<file path="config.mk">
export PLATFORM = sky130hd
export DESIGN_NAME = cpu_oam_dma_ctrl_flat
export DESIGN_NICKNAME = d
export VERILOG_FILES = /design/src/rtl/cpu_oam_dma_ctrl_if.sv /design/src/rtl/cpu_oam_dma_ctrl.sv /design/src/flat_wrapper.sv
export SDC_FILE = /design/constraint.sdc
export NUM_CORES = 1
export LEC_CHECK = 0
export ABC_AREA = 1
export BUFFER_PORTS_ARGS = -buffer_cell sky130_fd_sc_hd__clkbuf_2
export CORE_MARGIN = 5
export CORE_UTILIZATION = 40
export CTS_CLUSTER_SIZE = 14
export DETAILED_ROUTE_END_ITERATION = 8
export PLACE_DENSITY_LB_ADDON = 0.15
export REMOVE_ABC_BUFFERS = 1
export SKIP_LAST_GASP = 1
export SYNTH_ARGS = -nofsm -noshare
export SYNTH_HDL_FRONTEND = slang
export SYNTH_SLANG_ARGS = --single-unit
</file>
<file path="constraint.sdc">
create_clock -name DMA_phi2 -period 4.7 [get_ports DMA_phi2]
set_clock_uncertainty 0.05 [all_clocks]
set_input_delay 0.235 -clock DMA_phi2 [delete_from_list [all_inputs] [get_ports DMA_phi2]]
set_output_delay 0.235 -clock DMA_phi2 [all_outputs]
set_load 0.05 [all_outputs]
</file>
<file path="src/rtl/cpu_oam_dma_ctrl_if.sv">
// CPU-side trigger, CU grant/request and DMA-owned system bus signals of the OAM DMA controller.
`timescale 1ns / 1ps
interface cpu_oam_dma_ctrl_if;
    logic [15:0] cpu_addr;
    logic        cpu_rw;
    logic [7:0]  cpu_dout;
    logic        dma_gnt;
    logic [7:0]  bus_din;
    logic        dma_bflg;
    logic [7:0]  dma_by;
    logic        bus_own;
    logic [15:0] bus_addr;
    logic        bus_rw;
    logic [7:0]  bus_dout;

    modport master (
        input  cpu_addr, cpu_rw, cpu_dout, dma_gnt, bus_din,
        output dma_bflg, dma_by, bus_own, bus_addr, bus_rw, bus_dout
    );

    modport slave (
        output cpu_addr, cpu_rw, cpu_dout, dma_gnt, bus_din,
        input  dma_bflg, dma_by, bus_own, bus_addr, bus_rw, bus_dout
    );
endinterface

</file>
<file path="src/rtl/cpu_oam_dma_ctrl.sv">
// Sprite DMA: a CPU write to $4014 copies page {page,00..FF} into PPU OAM via $2004 while
// the CU grants the bus.
`timescale 1ns / 1ps
module cpu_oam_dma_ctrl #(
    parameter logic [15:0] DMA_REG_ADDR  = 16'h4014,
    parameter logic [15:0] OAM_DATA_ADDR = 16'h2004
) (
    input logic                DMA_phi2,
    input logic                DMA_RST,
    cpu_oam_dma_ctrl_if.master dmaIf
);
    typedef enum logic [2:0] {
        StIdle, StReq, StHalt, StAlign, StRd, StWr, StDone, StPause
    } dmaState_e;

    dmaState_e   stateQ, stateD, resumeQ, resumeD;
    logic [7:0]  pageQ, pageD, idxQ, idxD, dataQ, dataD;
    logic        cycOddQ;
    logic        trigger;
    logic        bflgQ, bflgD, ownQ, ownD, rwQ, rwD;
    logic [15:0] addrQ, addrD;

    always_comb begin
        stateD  = stateQ;
        resumeD = resumeQ;
        pageD   = pageQ;
        idxD    = idxQ;
        dataD   = dataQ;
        trigger = (dmaIf.cpu_addr == DMA_REG_ADDR) && !dmaIf.cpu_rw;

        // Losing the grant in any bus-owning or dummy state parks in StPause and
        // returns to the same state, so an interrupted read is simply repeated.
        case (stateQ)
            StIdle: begin
                if (trigger) begin
                    pageD  = dmaIf.cpu_dout;
                    idxD   = 8'h00;
                    stateD = StReq;
                end
            end
            StReq: begin
                if (dmaIf.dma_gnt) stateD = StHalt;
            end
            StHalt: begin
                if (!dmaIf.dma_gnt) begin
                    resumeD = StHalt;
                    stateD  = StPause;
                end else if (cycOddQ) begin
                    stateD = StAlign;
                end else begin
                    stateD = StRd;
                end
            end
            StAlign: begin
                if (!dmaIf.dma_gnt) begin
                    resumeD = StAlign;
                    stateD  = StPause;
                end else begin
                    stateD = StRd;
                end
            end
            StRd: begin
                if (!dmaIf.dma_gnt) begin
                    resumeD = StRd;
                    stateD  = StPause;
                end else begin
                    dataD  = dmaIf.bus_din;
                    stateD = StWr;
                end
            end
            StWr: begin
                if (!dmaIf.dma_gnt) begin
                    resumeD = StWr;
                    stateD  = StPause;
                end else if (idxQ == 8'hFF) begin
                    // Clear idx so dma_by reads FF again once the transfer is over.
                    idxD   = 8'h00;
                    stateD = StDone;
                end else begin
                    idxD   = idxQ + 8'h01;
                    stateD = StRd;
                end
            end
            StDone:  stateD = StIdle;
            StPause: begin
                if (dmaIf.dma_gnt) stateD = resumeQ;
            end
            default: stateD = StIdle;
        endcase

        // Outputs are registered from the next state so they line up with the state cycle.
        bflgD = (stateD == StIdle) || (stateD == StDone);
        ownD  = (stateD == StRd) || (stateD == StWr);
        rwD   = (stateD != StWr);
        if (stateD == StRd) begin
            addrD = {pageD, idxD};
        end else if (stateD == StWr) begin
            addrD = OAM_DATA_ADDR;
        end else begin
            addrD = 16'h0000;
        end
    end

    always_ff @(posedge DMA_phi2 or posedge DMA_RST) begin
        if (DMA_RST) begin
            stateQ  <= StIdle;
            resumeQ <= StIdle;
            pageQ   <= 8'h00;
            idxQ    <= 8'h00;
            dataQ   <= 8'h00;
            cycOddQ <= 1'b0;
            bflgQ   <= 1'b1;
            ownQ    <= 1'b0;
            rwQ     <= 1'b1;
            addrQ   <= 16'h0000;
        end else begin
            stateQ  <= stateD;
            resumeQ <= resumeD;
            pageQ   <= pageD;
            idxQ    <= idxD;
            dataQ   <= dataD;
            cycOddQ <= ~cycOddQ;
            bflgQ   <= bflgD;
            ownQ    <= ownD;
            rwQ     <= rwD;
            addrQ   <= addrD;
        end
    end

    assign dmaIf.dma_bflg = bflgQ;
    assign dmaIf.dma_by   = 8'hFF - idxQ;
    assign dmaIf.bus_own  = ownQ;
    assign dmaIf.bus_addr = addrQ;
    assign dmaIf.bus_rw   = rwQ;
    assign dmaIf.bus_dout = dataQ;
endmodule

</file>
<file path="src/flat_wrapper.sv">
// flat-port wrapper written by rule: the top's interface ports become plain ports
module cpu_oam_dma_ctrl_flat 
#(
    parameter logic [15:0] DMA_REG_ADDR  = 16'h4014,
    parameter logic [15:0] OAM_DATA_ADDR = 16'h2004
)
  (DMA_phi2, DMA_RST, dmaIf_cpu_addr, dmaIf_cpu_rw, dmaIf_cpu_dout, dmaIf_dma_gnt, dmaIf_bus_din, dmaIf_dma_bflg, dmaIf_dma_by, dmaIf_bus_own, dmaIf_bus_addr, dmaIf_bus_rw, dmaIf_bus_dout);
  cpu_oam_dma_ctrl_if dmaIf_i ();
  input logic DMA_phi2;
  input logic DMA_RST;
  input wire logic [$bits(dmaIf_i.cpu_addr)-1:0] dmaIf_cpu_addr;
  input wire logic [$bits(dmaIf_i.cpu_rw)-1:0] dmaIf_cpu_rw;
  input wire logic [$bits(dmaIf_i.cpu_dout)-1:0] dmaIf_cpu_dout;
  input wire logic [$bits(dmaIf_i.dma_gnt)-1:0] dmaIf_dma_gnt;
  input wire logic [$bits(dmaIf_i.bus_din)-1:0] dmaIf_bus_din;
  output wire logic [$bits(dmaIf_i.dma_bflg)-1:0] dmaIf_dma_bflg;
  output wire logic [$bits(dmaIf_i.dma_by)-1:0] dmaIf_dma_by;
  output wire logic [$bits(dmaIf_i.bus_own)-1:0] dmaIf_bus_own;
  output wire logic [$bits(dmaIf_i.bus_addr)-1:0] dmaIf_bus_addr;
  output wire logic [$bits(dmaIf_i.bus_rw)-1:0] dmaIf_bus_rw;
  output wire logic [$bits(dmaIf_i.bus_dout)-1:0] dmaIf_bus_dout;
  assign dmaIf_i.cpu_addr = dmaIf_cpu_addr;
  assign dmaIf_i.cpu_rw = dmaIf_cpu_rw;
  assign dmaIf_i.cpu_dout = dmaIf_cpu_dout;
  assign dmaIf_i.dma_gnt = dmaIf_dma_gnt;
  assign dmaIf_i.bus_din = dmaIf_bus_din;
  assign dmaIf_dma_bflg = dmaIf_i.dma_bflg;
  assign dmaIf_dma_by = dmaIf_i.dma_by;
  assign dmaIf_bus_own = dmaIf_i.bus_own;
  assign dmaIf_bus_addr = dmaIf_i.bus_addr;
  assign dmaIf_bus_rw = dmaIf_i.bus_rw;
  assign dmaIf_bus_dout = dmaIf_i.bus_dout;
  cpu_oam_dma_ctrl #(.DMA_REG_ADDR(DMA_REG_ADDR), .OAM_DATA_ADDR(OAM_DATA_ADDR)) u_core (.DMA_phi2(DMA_phi2), .DMA_RST(DMA_RST), .dmaIf(dmaIf_i));
endmodule
</file>
==> out/results.ini <==
[yosys]
synth_top_flop_cell = dfrtp_1
synth_top_area_share_pct = 49.7
synthCells = 277
yosys_warnings = 0
netlist_top_cells_area = dfrtp_1, nand2_1, inv_1
async_reset_ff_share_pct = 100
synth_top_area_cell = dfrtp_1
ys_ff_latch = 50
seq_area_frac_synth_pct = 51.9
avgSynthCellArea_sq_um = 8.73
synth-edff-count = 0
syn_area_sq_um = 2420
synth_cell_types = 35

[worst_setup_path]
path_class = register to register
r2r_cells = 5
endpoint_kind = register
cp-start-kind = register
required_ns = 4.85
slowest_delay_ns = 0.47
crit_arrival_ns = 2.04
cp-startpoint = u_core.stateQ[0]$_DFF_PP0_
cp_slowest_cell = dfrtp_1
r2r-start = u_core.stateQ[0]$_DFF_PP0_
path_max_fanout = 16
path_cells = nor3_1 -> buf_4 -> nand4_2 -> o21ai_2 -> inv_1

[die]
ios = 71
initial_core_util_pct = 41.1
rows = 28
die-area_sq_um = 7700
coreArea_sq_um = 5890
die_y_um = 87.7
die_w_um = 87.7

[routing]
drt_pass1_iterations = 4
drt_iter0_markers = 86
drcViolationCount = 0
vias_per_cell = 4.64
wl_per_cell_um = 12.4
ant_nets = 0
vias = 1971
wirelength_um = 5250

[global_routing]
grt_pass1_vias = 1922
gr-total-overflow = 0
antenna_found_initial = 0
grt_pass1_wl_um = 8770
grt_usage_pct = 14.5
grt_max_degree = 51

[cells_and_area]
final_cells = 425
syn_to_final_growth_pct = 22.1
fin_area_sq_um = 2950
final_cell_mix = clkbuf_2, nand2_1, dfrtp_1, inv_1, nand3_1
drive_gt1_share_pct = 34.3
final_common_cell = clkbuf_2
fin_util_pct = 50.1
nets = 386
num_antenna_cells = 0

[sta]
fin_crit_ns = 1.89
fin_tns_setup_ns = 0
rsz0062_at_grt = false
max_freq_mhz = 529
slew_headroom_pct = 31.2
finalCritPeriodShare_pct = 40.2
setup_viol = 0
hold_violations = 0
worst_pin_slew_ns = 1.03
maxSlewViolCount = 0

[place]
place_inst = 417
port_buffers = 70
gp_congestion = 0.813
dp_hpwl_um = 3930
placed_area_sq_um = 2830

[min_path]
worst_hold_startpoint = dmaIf_cpu_dout[4]
worst_hold_path.num_cells = 3
hold_path_class = primary input to register

[power]
p_int_w = 0.000998
power.clock.fraction_pct = 16.6
p_switching_w = 0.000982
p_per_area_nw_per_um2 = 671
p_comb_share_pct = 49.7
p_sw_share_pct = 49.6
leakage_nw = 1.62
ir_drop_v = 0.000299
pwr-share-seq_pct = 33.7

[cts]
cts.sinks = 50
cts_setup_buffers = 0
cts_tree = yes
h-tree-depth = 2
root_buffer = clkbuf_8
path_clk_slew_ns = 0.10
cts_made_buffers = 5
clock_path_buffers = 2
holdBufCountCts = 0
insertion_delay_ns = 0.31
cts_resized = 0

[flow_run]
max-cap-violations = 0

[outcome]
status = completed

[final timing paths]
check                                                            end  slack, ns
worst max register to register             u_core.pageQ[7]$_DFF_PP0_       2.81
min in group asynchronous       u_core.dmaIf.bus_dout[5]$_DFFE_PP0P_       0.11
worst min register to register              u_core.cycOddQ$_DFF_PP0_       0.39
max in group asynchronous              u_core.resumeQ[0]$_DFFE_PP0P_       3.85
worst min-delay path                       u_core.pageQ[4]$_DFF_PP0_       0.10
worst max-delay path                       u_core.pageQ[7]$_DFF_PP0_       2.81
[worst max-delay path, delay by kind of cell, from the launching register on]
family                 cells  cell delay, ns
and+or+nand+nor            2            0.63
buffers and inverters      2            0.30
AOI/OAI and AO/OA          1            0.33
DFF                        1            0.47
[kinds of logic after synthesis]
family          count (synthesis)  synth area share, %
mux                             8                 3.73
compound gates                 26                 6.78
simple gates                  133                 26.8
fa+ha+maj                       1                0.518
xor+xnor                        2                0.725
buf+inv                        57                 9.63
flops                          50                 51.9
[per-stage QoR]
stage          hold WS [ns]  setup slack (ns)  total power (W)
4_1_cts              0.0924              2.78          0.00200
2_1_floorplan         0.312              2.53          0.00143
6_report              0.102              2.81          0.00198
5_1_grt               0.102              2.62          0.00211
3_3_place_gp          0.374              2.84          0.00166
3_5_place_dp          0.383              2.81          0.00167
[cells in the mapped netlist, types with 2 or more instances]
cell type	instances
nand2_1	59
dfrtp_1	48
inv_1	46
nand3_1	27
nor2_1	21
nor2_2	9
mux2_2	8
o21ai_0	6
o21ai_2	6
a21oi_1	5
buf_2	4
inv_2	4
nand4_1	4
o21ai_1	4
dfstp_2	2
nand3_2	2
nand3b_1	2
nor3_1	2
xor2_1	2
[layer usage]
metal	global-route usage [%]	up-vias	part of all wire (%)
li1	-	1013	-
met1	18.8	913	43
met2	24.5	43	51
met3	3.20	2	5.5
met4	3.77	0	0.36
met5	0	-	0
[layout make-up]
class / instances / area, sq um
fillers: 560 / 2930
flip-flops and latches: 50 / 1250
multi-input cells: 170 / 931
repair buffers: 71 / 358
inverters: 51 / 194
well taps: 75 / 93.8
clock buffers: 6 / 82.6
clock inverters: 2 / 38.8
[power by group through the flow]
stage / clock [W] / sequential, W / combinational, W
3_5_place_dp: 0 / 0.000676 / 0.000995
3_3_place_gp: 0 / 0.000673 / 0.000987
4_1_cts: 0.000338 / 0.000668 / 0.000999
5_1_grt: 0.000349 / 0.000688 / 0.00107
2_1_floorplan: 0 / 0.000926 / 0.000505
6_report: 0.000328 / 0.000668 / 0.000984
[flip-flops by register name (all words and copies together) (netlist names)]
register / flops
u_core.pageQ: 8
u_core.idxQ: 8
u_core.dmaIf.bus_rw: 1
u_core.dmaIf.bus_addr: 16
u_core.resumeQ: 3
u_core.dmaIf.bus_own: 1
u_core.stateQ: 3
u_core.cycOddQ: 1
u_core.dmaIf.bus_dout: 8
u_core.dmaIf.dma_bflg: 1
Note: power is estimated with default switching activity, not from simulation.
